--- src/rtl/pic_8259_pkg.sv ---
// Shared types and helpers for the 8259A interrupt-acknowledge path.
package pic_8259_pkg;

    localparam int unsigned LEVEL_W = 3;
    localparam int unsigned IRQ_W   = 8;

    typedef enum logic [2:0] {
        ST_IDLE    = 3'd0,
        ST_PENDING = 3'd1,
        ST_ACK1    = 3'd2,
        ST_ACK2    = 3'd3,
        ST_ACK3    = 3'd4
    } ack_state_e;

    localparam logic [7:0] CALL_OPCODE = 8'hCD;

    // Index of the set bit; the highest set bit wins if more than one is set.
    function automatic logic [LEVEL_W-1:0] onehot_to_index(input logic [IRQ_W-1:0] onehot);
        logic [LEVEL_W-1:0] idx;
        idx = '0;
        for (int i = 0; i < IRQ_W; i++) begin
            if (onehot[i]) idx = LEVEL_W'(i);
        end
        return idx;
    endfunction

endpackage

--- src/rtl/interrupt_ack_sequencer_inta_edge_sync.sv ---
// INTA# synchroniser with fall/rise pulse generation.
module inta_edge_sync #(
    parameter int unsigned SYNC_STAGES = 2
) (
    input  logic clk,
    input  logic rst_n,
    input  logic inta_n,
    output logic inta_sync,
    output logic fall_c,
    output logic rise_c
);

    logic [SYNC_STAGES-1:0] chain;
    logic                   sync_d;
    logic [SYNC_STAGES:0]   primed;

    // primed marks when both sync and sync_d hold real pin samples, so a pin
    // already low at reset release does not look like a fresh fall.
    always_ff @(posedge clk or negedge rst_n) begin
        if (!rst_n) begin
            chain  <= '1;
            sync_d <= 1'b1;
            primed <= '0;
        end else begin
            chain  <= {chain[SYNC_STAGES-2:0], inta_n};
            sync_d <= chain[SYNC_STAGES-1];
            primed <= {primed[SYNC_STAGES-1:0], 1'b1};
        end
    end

    assign inta_sync = chain[SYNC_STAGES-1];
    assign fall_c    = primed[SYNC_STAGES] & sync_d & ~inta_sync;
    assign rise_c    = primed[SYNC_STAGES] & ~sync_d & inta_sync;

endmodule

--- src/rtl/interrupt_ack_sequencer.sv ---
// 8259A INTA# handshake sequencer: INT pin, in-service latch, vector/CALL bytes.
// Optional automatic EOI when AUTO_EOI_EN is defined.
module interrupt_ack_sequencer
    import pic_8259_pkg::*;
#(
    parameter int unsigned SYNC_STAGES    = 2,
    parameter int unsigned SPURIOUS_LEVEL = 7
) (
    input  logic        clk,
    input  logic        rst_n,
    input  logic        interrupt_acknowledge_n,
    input  logic [7:0]  interrupt,
    input  logic        mode_8086,
    input  logic [4:0]  vector_base,
    input  logic [10:0] call_address,
    input  logic        call_interval_4,
    input  logic        auto_eoi,
    output logic        int_out,
    output logic        latch_in_service,
    output logic [7:0]  acknowledged,
    output logic [7:0]  end_of_interrupt,
    output logic [7:0]  clear_interrupt_request,
    output logic [7:0]  data_out,
    output logic        data_out_en
);

    ack_state_e         state, state_next;
    logic [LEVEL_W-1:0] level_q, level_next;
    logic               inta_sync, inta_fall_c, inta_rise_c;
    logic               complete_c;
    logic               int_out_next, latch_next, data_out_en_next, drive_c;
    logic [7:0]         ack_next, clear_next, data_out_next, byte_c;

    inta_edge_sync #(
        .SYNC_STAGES (SYNC_STAGES)
    ) u_inta_edge_sync (
        .clk       (clk),
        .rst_n     (rst_n),
        .inta_n    (interrupt_acknowledge_n),
        .inta_sync (inta_sync),
        .fall_c    (inta_fall_c),
        .rise_c    (inta_rise_c)
    );

    // State and registered outputs
    always_ff @(posedge clk or negedge rst_n) begin
        if (!rst_n) begin
            state                   <= ST_IDLE;
            level_q                 <= '0;
            int_out                 <= 1'b0;
            latch_in_service        <= 1'b0;
            acknowledged            <= '0;
            clear_interrupt_request <= '0;
            data_out                <= '0;
            data_out_en             <= 1'b0;
        end else begin
            state                   <= state_next;
            level_q                 <= level_next;
            int_out                 <= int_out_next;
            latch_in_service        <= latch_next;
            acknowledged            <= ack_next;
            clear_interrupt_request <= clear_next;
            data_out                <= data_out_next;
            data_out_en             <= data_out_en_next;
        end
    end

    // Next-state, level capture and strobes
    always_comb begin
        state_next       = state;
        level_next       = level_q;
        int_out_next     = int_out;
        latch_next       = 1'b0;
        clear_next       = '0;
        ack_next         = acknowledged;
        complete_c       = 1'b0;
        drive_c          = 1'b0;
        byte_c           = data_out;

        case (state)
            ST_IDLE: begin
                if (|interrupt) begin
                    state_next   = ST_PENDING;
                    int_out_next = 1'b1;
                end
            end
            ST_PENDING: begin
                if (inta_fall_c) begin
                    state_next = ST_ACK1;
                    if (|interrupt) begin
                        level_next = onehot_to_index(interrupt);
                        latch_next = 1'b1;
                        clear_next = 8'd1 << level_next;
                        ack_next   = 8'd1 << level_next;
                    end else begin
                        level_next = LEVEL_W'(SPURIOUS_LEVEL);
                        ack_next   = '0;
                    end
                end
            end
            ST_ACK1: begin
                if (inta_fall_c) begin
                    state_next   = ST_ACK2;
                    int_out_next = 1'b0;
                end
            end
            ST_ACK2: begin
                if (mode_8086) begin
                    complete_c = inta_rise_c;
                end else if (inta_fall_c) begin
                    state_next = ST_ACK3;
                end
            end
            ST_ACK3: begin
                complete_c = inta_rise_c;
            end
            default: state_next = ST_IDLE;
        endcase

        // A request present at completion goes straight back to PENDING.
        if (complete_c) begin
            state_next   = (|interrupt) ? ST_PENDING : ST_IDLE;
            int_out_next = |interrupt;
        end

        case (state_next)
            ST_ACK1: begin
                drive_c = ~mode_8086;
                byte_c  = CALL_OPCODE;
            end
            ST_ACK2: begin
                drive_c = 1'b1;
                if (mode_8086)            byte_c = {vector_base, level_next};
                else if (call_interval_4) byte_c = {call_address[2:0], level_next, 2'b00};
                else                      byte_c = {call_address[1:0], level_next, 3'b000};
            end
            ST_ACK3: begin
                drive_c = 1'b1;
                byte_c  = call_address[10:3];
            end
            default: begin
                drive_c = 1'b0;
                byte_c  = data_out;
            end
        endcase

        // Bus is driven only while synchronised INTA# is low; the byte holds afterwards.
        data_out_en_next = drive_c & ~inta_sync;
        data_out_next    = data_out_en_next ? byte_c : data_out;
    end

`ifdef AUTO_EOI_EN
    logic [7:0] eoi_next;

    // acknowledged is 0 for a spurious level, so no AEOI is produced for it.
    assign eoi_next = (complete_c && auto_eoi) ? acknowledged : '0;

    always_ff @(posedge clk or negedge rst_n) begin
        if (!rst_n) end_of_interrupt <= '0;
        else        end_of_interrupt <= eoi_next;
    end
`else
    logic unused_auto_eoi;

    assign unused_auto_eoi  = auto_eoi;
    assign end_of_interrupt = '0;
`endif

endmodule

--- config.mk ---
export PLATFORM = sky130hd
export DESIGN_NAME = interrupt_ack_sequencer
export DESIGN_NICKNAME = d
export VERILOG_FILES = /design/src/rtl/pic_8259_pkg.sv /design/src/rtl/interrupt_ack_sequencer_inta_edge_sync.sv /design/src/rtl/interrupt_ack_sequencer.sv
export SDC_FILE = /design/constraint.sdc
export NUM_CORES = 1
export LEC_CHECK = 0
export CORE_MARGIN = 4
export CORE_UTILIZATION = 48
export DETAILED_ROUTE_END_ITERATION = 12
export GPL_TIMING_DRIVEN = 0
export PLACE_DENSITY = 0.84
export SLEW_MARGIN = 5
export SYNTH_ARGS = -nofsm -noshare
export SYNTH_HDL_FRONTEND = slang
export SYNTH_SLANG_ARGS = --single-unit
--- constraint.sdc ---
create_clock -name clk -period 4.6 [get_ports clk]
set_input_delay 0.46 -clock clk [delete_from_list [all_inputs] [get_ports clk]]
set_output_delay 0.46 -clock clk [all_outputs]
set_load 0.02 [all_outputs]
==> results of run 1 <==
[stage by stage]
stage                     cells  power [W]  hold WS (ns)
final                       297    0.00120         0.278
after global routing        297    0.00128         0.355
after CTS                   297    0.00121         0.296
after detailed placement    290   0.000981         0.343
after global placement      290   0.000973         0.332
after floorplan             188   0.000780         0.164
[power breakdown]
part	switching [W]	total [W]	leakage (nW)	internal, W
clock	0.000107	0.000224	0.0470	0.000117
combinational	0.000280	0.000513	0.670	0.000233
sequential	0.0000386	0.000463	0.486	0.000424
[logic make-up after synthesis]
logic type	Yosys count	share of synthesized area
buffers and inverters	23	0.0661
AO/OA/AOI/OAI	52	0.202
AND/OR/NAND/NOR	61	0.182
multiplexers	4	0.0227
other	2	0.00401
flip-flops	39	0.523
[final cells by class]
type / count / share of cell area
Buffer: 16 / 0.0378
Clock buffer: 6 / 0.0320
Clock inverter: 1 / 0.00194
Inverter: 7 / 0.0102
Multi-Input combinational cell: 126 / 0.308
Sequential cell: 39 / 0.379
Tap cell: 48 / 0.0233
Timing Repair Buffer: 54 / 0.207
[layer usage]
| metal | vias up | track usage |
|---|---|---|
| li1 | 766 | - |
| met1 | 732 | 0.226 |
| met2 | 37 | 0.280 |
| met3 | 6 | 0.0374 |
| met4 | 0 | 0.0723 |
| met5 | - | 0 |
[synthesized netlist by cell type, types with 2 or more instances]
library cell | count | area, um^2
dfrtp_1 | 36 | 901
nor2_1 | 17 | 63.8
a21oi_1 | 14 | 70.1
nand2_1 | 13 | 48.8
a21o_1 | 9 | 67.6
buf_4 | 9 | 67.6
inv_1 | 7 | 26.3
nand2b_1 | 5 | 31.3
o31ai_1 | 5 | 37.5
and2_1 | 4 | 25.0
o21ai_0 | 4 | 20.0
buf_2 | 3 | 15.0
clkbuf_1 | 3 | 11.3
dfstp_2 | 3 | 78.8
nor3_1 | 3 | 15.0
a21boi_0 | 2 | 15.0
a32oi_1 | 2 | 17.5
conb_1 | 2 | 7.51
mux2_2 | 2 | 22.5
mux2i_1 | 2 | 20.0
nand3_1 | 2 | 10.0
nand3b_1 | 2 | 15.0
nor2b_1 | 2 | 12.5
nor4_1 | 2 | 12.5
o22ai_1 | 2 | 12.5
o32ai_1 | 2 | 17.5
[flip-flops by register name (all words and copies together) (netlist names)]
signal / flops
u_inta_edge_sync.primed: 3
data_out_en: 1
clear_interrupt_request: 8
u_inta_edge_sync.chain: 2
state: 3
int_out: 1
level_q: 3
u_inta_edge_sync.sync_d: 1
acknowledged: 8
latch_in_service: 1
data_out: 8
[worst paths after layout]
| kind | depth (start not counted) | endpoint | slack, ns | start |
|---|---|---|---|---|
| worst max-delay path | 7 | data_out[1] | 2.32 | interrupt[3] |
| worst min-delay path | 1 | clear_interrupt_request[0] | 0.28 | rst_n |
| worst max register to register | 6 | data_out[3] | 2.47 | u_inta_edge_sync.sync_d |
| worst min register to register | 0 | u_inta_edge_sync.primed[2] | 0.36 | u_inta_edge_sync.primed[1] |
| max in group asynchronous | 1 | state[1] | 3.80 | rst_n |
| min in group clk | 0 | u_inta_edge_sync.primed[2] | 0.36 | u_inta_edge_sync.primed[1] |
[worst max-delay path: cells and delay by family]
family                 cells  cell delay [ns]
AO/OA/AOI/OAI              2             0.44
buffers and inverters      2             0.68
AND/OR/NAND/NOR            3             0.86
==> impl_metrics.ini, run 1 <==
[outcome]
status = finished, final reports clean

[critical_path]
critPathSlowestCell = clkdlybuf4s50_1
crit_arrival_ns = 2.44
slowest_delay_ns = 0.46
cp-start-kind = primary input
crit_path_end_kind = register
path_max_fanout = 10
crit_required_ns = 4.76
path_cells = clkdlybuf4s50_1, nor4_1, and3_2, nor2_1, o31ai_4, buf_4, o21ai_0
critical_path_class = primary input to register

[floorplanning]
die-area_um2 = 4970
io_pins = 65
core_area_um2 = 3720
die_w_um = 70.5
chipHeight_um = 70.5
start_util = 0.504
rows = 22

[yosys]
synth_ff_type = dfrtp_1
synth_area_um2 = 1870
async_flop_share = 1.00
ys_ff_latch = 39
synth_enable_flop_cells = 0
synth.distinct_cells = 50
syn_avg_cell_area_um2 = 10.3
ys_seq_area_frac = 0.523
yosys_warnings = 0
postSynthCellCount = 181

[layout]
syn2layout_area_growth_pct = 37.9
layout-drive-gt1-share = 0.137
multi_input_area_um2 = 796
ff_latch_area_um2 = 980
fill_cells = 306
post-route-util = 0.695
diodes = 0
layout_commonest_cell = clkdlybuf4s50_1
num-nets-final = 279
most-common-layout-cells = clkdlybuf4s50_1, dfrtp_1, nor2_1, a21oi_1, nand2_1
final_area_um2 = 2580

[global_route]
grt_pass1_wl_um = 6890
overflow = 0
antenna_found_initial = 0
grt_pass1_vias = 1487
grtUsageTotal = 0.174
grt_max_degree = 40

[timing]
max_freq_ghz = 0.439
fin_crit_ns = 2.28
layout_setup_ws_ns = 2.32
hold_viol = 0
finalSetupViolCount = 0
fin_crit_sh = 0.495
worst_pin_slew_ns = 0.834
tns_ns = 0
finalClockSkew_ns = 0.00363
finalMaxSlewViolations = 0
grt_setup_unrepaired = no
max-slew-margin-rel = 0.444

[drt]
wl_met1_um = 1830
postRouteAntennaNets = 0
routed-wl-met2_um = 1960
drt_iter0_drc = 86
wire_per_inst_um = 13.6
drc_errors = 0
vias = 1541
vias_per_cell = 5.19
dr.pass1.iters = 4
wl_um = 4050
routed.top_layer = met4
wl_met3_um = 187

[clocking]
post_cts_resized = 0
root_buffer = clkbuf_8
insertion_delay_ns = 0.28
cts.sinks = 39
path_clk_slew_ns = 0.07
hold_buffers = 0
cts_buffer_depth = 2
cts_tree = done
cts_setup_buffers = 0
cts_made_buffers = 5
cts-htree-levels = 2

[placement]
pre_cts_slack_ns = 2.03
gp_congestion = 0.846
place_area_um2 = 2490
dp_hpwl_um = 3160
port_buffers = 54

[power_and_ir_drop]
max-vdd-ir-drop_mv = 0.313
p_leak_nw = 1.20
p_per_area_nw_per_um2 = 465

[min_path]
min_path_type = primary input to async pin

[run]
max-cap-violations = 0
Note: power is estimated with default switching activity, not from simulation.
==> run 2: changes to the inputs <==
Settings changed: CORE_UTILIZATION 48 to 40, PLACE_DENSITY 0.84 to 0.75.
Clock period 4.6 ns to 1.9 ns, I/O delays scaled along.
==> impl_metrics.ini, run 2 (same netlist as run 1, synthesis figures left out) <==
[critical_path]
path_buf_inv = 2
cp.depth = 8
cp-start-kind = register
reg2reg_from = u_inta_edge_sync.chain[1]
path_max_fanout = 7
crit_required_ns = 2.07
critPathSlowestCell = dfstp_2
slowest_delay_ns = 0.59
ff2ff_setup_slack_ns = -0.06
crit_path_end_kind = register
path_cells = nand4b_4, nor3_4, buf_4, buf_6, a2bb2oi_4, mux2_4, o211ai_1, a21oi_1
reg2reg_to = data_out[4]
crit_arrival_ns = 2.13
critical_path_class = register to register
path_delay_family = flip-flops
reg2regPathDepth = 8

[layout]
fill_cells = 352
finalNonFillerCells = 313
num-nets-final = 290
layout-drive-gt1-share = 0.253
top_regs = acknowledged x8, clear_interrupt_request x8, data_out x8
layout_commonest_cell = clkdlybuf4s50_1
diodes = 0
syn2layout_area_growth_pct = 54.1
most-common-layout-cells = clkdlybuf4s50_1, dfrtp_1, nor2_1, buf_4

[floorplanning]
io_pins = 65
core_area_um2 = 4440
die_w_um = 76.4
rows = 24
die-area_um2 = 5840
chipHeight_um = 76.4
start_util = 0.421

[clocking]
cts-htree-levels = 2
cts_made_buffers = 5
hold_buffers = 0
cts_buffer_depth = 2
root_buffer = clkbuf_8
path_clk_slew_ns = 0.08
insertion_delay_ns = 0.30
cts.sinks = 39
cts_tree = done

[timing]
fin_crit_sh = 1.03
finalSetupViolCount = 8
max-slew-margin-rel = 0.433
finalClockSkew_ns = 0.00672
whs_ns = -0.00828
max_freq_ghz = 0.510
grt_setup_unrepaired = yes
layout_setup_ws_ns = -0.0610
worst_pin_slew_ns = 0.850
hold_viol = 6
fin_crit_ns = 1.96
finalMaxSlewViolations = 0

[run]
max-cap-violations = 0

[placement]
placed_cells = 294
pre_cts_slack_ns = -0.397
gp_congestion = 0.856
port_buffers = 54
dp_hpwl_um = 3250

[power_and_ir_drop]
p_per_area_nw_per_um2 = 1140
max-vdd-ir-drop_mv = 0.644
p_total_w = 0.00328
p_leak_nw = 1.32

[global_route]
overflow = 0
grt_pass1_wl_um = 7420
grt_pass1_vias = 1566
grt_max_degree = 40
grtUsageTotal = 0.159
antenna_found_initial = 0

[drt]
wire_per_inst_um = 15.5
postRouteAntennaNets = 0
drt_iter0_drc = 99
vias_per_cell = 5.27
vias = 1648
dr.pass1.iters = 4
wl_um = 4850
drc_errors = 0

[outcome]
status = finished with violations
violations = negative hold slack, negative setup slack

[min_path]
min_path_type = primary input to async pin
-- run 2: routing by layer --
metal	up-vias	track usage	routed length, um
met5	-	0	0
met1	805	0.200	2100
met2	47	0.266	2470
met3	9	0.0319	187
li1	787	-	-
met4	0	0.0670	93
-- run 2: worst max-delay path by stage --
stage / to / from
2_1_floorplan: data_out[4] / u_inta_edge_sync.sync_d
6_report: data_out[4] / u_inta_edge_sync.chain[1]
3_5_place_dp: data_out[1] / interrupt[3]
5_1_grt: acknowledged[2] / u_inta_edge_sync.sync_d
3_3_place_gp: data_out[1] / interrupt[3]
4_1_cts: data_out[4] / u_inta_edge_sync.sync_d
-- run 2: stage by stage --
stage / hold WS [ns] / util / TNS [ns] / instance area, um^2
2_1_floorplan: -0.106 / - / 0 / 1900
3_3_place_gp: 0.333 / 0.564 / -11.35 / 2500
3_5_place_dp: 0.337 / 0.563 / -3.32 / 2500
4_1_cts: 0.0176 / 0.620 / -0.103 / 2760
5_1_grt: 0.0722 / 0.649 / -1.33 / 2890
6_report: -0.00828 / 0.649 / -0.312 / 2890
-- run 2: power breakdown --
part | internal (W) | total, W | switching, W
Clock | 0.000330 | 0.000627 | 0.000296
Sequential | 0.00103 | 0.00113 | 0.000105
Combinational | 0.000719 | 0.00152 | 0.000800
-- run 2: cell type report --
| cell class | count | area, um^2 | share of cell area |
|---|---|---|---|
| sequential | 39 | 980 | 0.339 |
| multi-input combinational | 126 | 973 | 0.337 |
| timing repair buffer | 65 | 633 | 0.219 |
| buffer | 16 | 105 | 0.0364 |
| clock buffer | 7 | 96.3 | 0.0334 |
| tap | 52 | 65.1 | 0.0225 |
| inverter | 7 | 26.3 | 0.00910 |
| clock inverter | 1 | 7.51 | 0.00260 |
-- run 2: repair_timing --
item / in CTS / in global routing
cloned: 1 / 0
pin swaps: 8 / 6
buffers inserted: 7 / 3
endpoints found under the setup margin: 8 / 14
resized for setup: 20 / 23
==> variant 1, RTL diff (flow settings as in run 2) <==
Build with the macro `AUTO_EOI_EN` defined.
--- a/src/rtl/interrupt_ack_sequencer.sv
+++ b/src/rtl/interrupt_ack_sequencer.sv
@@ -2,2 +2,4 @@
 // Optional automatic EOI when AUTO_EOI_EN is defined.
+`define AUTO_EOI_EN
+
 module interrupt_ack_sequencer
Function: changed (Yosys sat finds a counterexample within 10 cycles, from zero or initial values and one cycle with rst_n low).
==> variant 1 against run 2 <==
The run ends with setup timing left; routed wire length is 7.7% higher; largest cell class unchanged; synthesized cell count is 8.3% higher; area after synthesis is 13% higher; sequential cell count is 8 higher; final cell count is 11% higher; critical path depth is 1 lower; clock power is 6.7% lower; via count is 7.2% higher; total power is 8.0% higher; combinational power is 7% higher; setup slack worse by 0.16 ns; cell area is 9.4% higher.
==> variant 1: results <==
{
  "status": "complete, but fails checks",
  "violations": "setup timing",
  "routabilityCongestion": 0.8559,
  "nFillCells": 436,
  "port_buffers": 62,
  "synth_commonest_cells": "dfrtp_1, nor2_1, nand2_1",
  "multi_input_area_share_pct": 30.19,
  "power.share.clock_pct": 16.5,
  "skew_ns": 0.006433,
  "routedWlPerCell_um": 15.12,
  "synth_top_area_share_pct": 51.92,
  "dp_hpwl_um": 3847,
  "yosys.area_share.xor_xnor_pct": 0,
  "ys_seq_area_share_pct": 55.63,
  "tightest_slew_ns": 0.5764,
  "num-multi-input-gates": 130,
  "synth_compound_area_share_pct": 17.23,
  "pg_comb_mw": 1.63,
  "final_nets": 306,
  "clkbuf_count": 6,
  "dp.cells": 329,
  "cts_resized": 16,
  "drtIter0Drc": 83,
  "swShare_pct": 34.89,
  "area_share_nonclk_buffers_pct": 25.52,
  "whs_ns": 0.3019,
  "track_usage_pct": 17.07,
  "cts_made_buffers": 5,
  "inv_count": 11,
  "design_area_um2": 3158,
  "hold_class": "input pin to flip-flop",
  "power_leakage_nw": 1.432,
  "grt_pass1_wl_um": 8645,
  "drive_above_1_share_pct": 19.20,
  "hold_buffers": 1,
  "synth_cells": 196,
  "dpl_cell_area_um2": 2867,
  "setup_ws_ns": -0.2214,
  "powerDensity_nw_per_um2": 1121,
  "syn_area_um2": 2121,
  "clock-sinks": 47,
  "arrival_ns": 2.34,
  "regArea_um2": 1180,
  "fin_setup_tns_ns": -1.604,
  "place_ws_ns": -0.6668,
  "routed_wl_um": 5230,
  "reg2reg_depth": 7,
  "muxShareOfSynthArea_pct": 1.416,
  "vias_per_cell": 5.104,
  "clockNetworkAreaShare_pct": 2.773,
  "crit_fanout": 8,
  "crit_start": "u_inta_edge_sync.sync_d$_DFF_PN1_",
  "synthDistinctLibCells": 53,
  "grt_max_degree": 26,
  "ff2ff_setup_slack_ns": -0.22,
  "min_to": "u_inta_edge_sync.chain[0]$_DFF_PN1_",
  "setup_violations": 9,
  "max-vdd-ir-drop_mv": 0.5817
}
-- variant 1: cell count changes in the layout (fill, tap and decap cells not counted), moves of 4 or more --
cell	before	now
buf_4	15	8
a31oi_1	0	7
a21oi_1	12	6
nand2b_1	5	1
dfrtp_1	36	44
conb_1	9	1
clkdlybuf4s50_1	53	61
o21ai_0	3	7
and3_1	0	9
inv_1	6	10
-- variant 1: per-layer routing --
metal	track usage (%)	part of all wire (%)
met3	3.769	6.1
met2	29.97	48
met5	0	0
met1	21.05	44
met4	4.899	1.4
-- variant 1: logic make-up after synthesis --
| group | after synthesis |
|---|---|
| other | 1 |
| DFF | 47 |
| and+or+nand+nor | 76 |
| buffers and inverters | 19 |
| muxes | 3 |
| AOI/OAI and AO/OA | 50 |
-- variant 1: critical path: stages (launching register included) --
cell	delay [ns]
dfstp_2	0.59
nand3b_1	0.21
o32a_2	0.50
a221oi_4	0.30
buf_6	0.16
buf_6	0.11
nor2_1	0.04
a31oi_1	0.13
==> variant 2, RTL diff (config.mk and constraints of run 2) <==
Made on the original files. Encoding of `ack_state_e`: now one-hot (5 bits for 5 states).
--- a/src/rtl/pic_8259_pkg.sv
+++ b/src/rtl/pic_8259_pkg.sv
@@ -6,8 +6,8 @@
 
-    typedef enum logic [2:0] {
-        ST_IDLE    = 3'd0,
-        ST_PENDING = 3'd1,
-        ST_ACK1    = 3'd2,
-        ST_ACK2    = 3'd3,
-        ST_ACK3    = 3'd4
+    typedef enum logic [4:0] {
+        ST_IDLE    = 5'b00001,
+        ST_PENDING = 5'b00010,
+        ST_ACK1    = 5'b00100,
+        ST_ACK2    = 5'b01000,
+        ST_ACK3    = 5'b10000
     } ack_state_e;
Check against the original RTL: no difference found for any inputs over 10 cycles, from zero or initial values and one cycle with rst_n low; not proved beyond that.
==> variant 2 against run 2 <==
The run ends with setup timing left; area after synthesis up 17%; total power up 4.2%; routed wire length up 21%; setup slack worse by 0.14 ns; clock power up 16%; critical endpoint is now data_out[5]$_DFFE_PN0P_; largest power group unchanged; sequential cell count up 2; synthesized cell count up 12%; critical path type unchanged; highest routed layer unchanged; cell area up 15%.
==> variant 2: results <==
{
  "skew_ns": 0.005647,
  "drtIter0Drc": 126,
  "synth_area_leaders": "dfrtp_1, dfstp_2, buf_4",
  "track_usage_pct": 18.58,
  "fin_setup_tns_ns": -1.150,
  "violations": "setup timing",
  "status": "complete, but fails checks",
  "hold_class": "input pin to flip-flop",
  "dpl_cell_area_um2": 2889,
  "final_nets": 316,
  "setup_ws_ns": -0.2008,
  "port_buffers": 53,
  "design_area_um2": 3331,
  "drive_above_1_share_pct": 31.36,
  "nFillCells": 409,
  "ys_seq_area_share_pct": 47.17,
  "routabilityCongestion": 0.8325,
  "grt_pass1_wl_um": 9556,
  "setup_violations": 10,
  "tightest_slew_ns": 0.5481,
  "critPathTopFamily": "simple AND/OR/NAND/NOR gates",
  "crit_fanout": 4,
  "dp_hpwl_um": 3929,
  "power_leakage_nw": 1.464,
  "max-vdd-ir-drop_mv": 0.9110,
  "routedWlPerCell_um": 16.47,
  "max_stage_delay_ns": 0.61
}
==> variant 2: changes by cell type after synthesis, moves of 3 or more <==
cell      before  now
a21oi_1       14    5
a31oi_1        1    4
buf_6          0    4
inv_1          7    4
mux2_1         0    3
nand2b_1       5    2
nor2_1        17   14
nor2b_1        2    8
nor4_1         2    5
o21ai_0        4   11
o21bai_1       0    4
o31ai_1        5    0
==> variant 2: metrics by stage <==
stage | total power, mW | std cells
2_1_floorplan | 1.943 | 209
3_3_place_gp | 2.422 | 332
3_5_place_dp | 2.444 | 333
4_1_cts | 3.371 | 354
5_1_grt | 3.615 | 357
6_report | 3.415 | 357
==> variant 2: logic make-up after synthesis <==
family | share of synthesized area [%]
xor+xnor | 0.4008
compound gates | 17.34
flops | 47.17
buf+inv | 8.814
mux | 5.094
simple gates | 20.84
other cells | 0.3436
==> variant 2: worst paths after layout <==
| path | from | end | cells past startpoint | slack, ns |
|---|---|---|---|---|
| max | state[3]$_DFF_PN0_ | data_out[5]$_DFFE_PN0P_ | 5 | -0.20 |
| min | interrupt[7] | clear_interrupt_request[6]$_DFF_PN0_ | 2 | 0.29 |
| max reg2reg | state[3]$_DFF_PN0_ | data_out[5]$_DFFE_PN0P_ | 5 | -0.20 |
| min reg2reg | u_inta_edge_sync.primed[1]$_DFF_PN0_ | u_inta_edge_sync.primed[2]$_DFF_PN0_ | 0 | 0.36 |
| max in group asynchronous | rst_n | u_inta_edge_sync.chain[0]$_DFF_PN1_ | 3 | 1.02 |
| min in group asynchronous | rst_n | clear_interrupt_request[0]$_DFF_PN0_ | 2 | 0.34 |
==> variant 2: power breakdown <==
part           internal (mW)  leakage, nW  total (mW)  switching, mW
clock                  0.428       0.0585       0.727          0.299
sequential              1.08        0.509        1.20          0.117
combinational          0.746        0.896        1.49          0.741
==> variant 2: worst reg2reg max path: stages (launching register included) <==
cell and delay, ns:
dfrtp_1 0.43, or4b_4 0.61, nor4_4 0.30, o21bai_1 0.14
a32o_2 0.26, mux2_4 0.25
==> variant 2: what timing repair did <==
action	4_1_cts	5_1_grt
hold endpoints to repair	14	0
resized for setup	33	9
cloned	1	0
hold buffers	1	0
pin swaps	13	6
endpoints found under the setup margin	16	16
buffers inserted	12	4
==> variant 2: cell type report <==
type | instances | area share (%)
plain buffers | 16 | 4.808
clock buffers | 7 | 2.592
clock inverters | 1 | 0.9016
inverters | 5 | 0.6011
multi-input cells | 146 | 36.55
flip-flops and latches | 41 | 30.95
well taps | 70 | 2.630
repair buffers | 71 | 20.96
==> variant 2: per-layer routing <==
metal / vias to the layer above / GRT usage [%] / share of wire (%)
met3: 20 / 3.728 / 4.7
met4: 0 / 7.641 / 3.2
met1: 935 / 23.91 / 43
li1: 886 / - / -
met5: - / 0 / 0
met2: 81 / 30.37 / 50
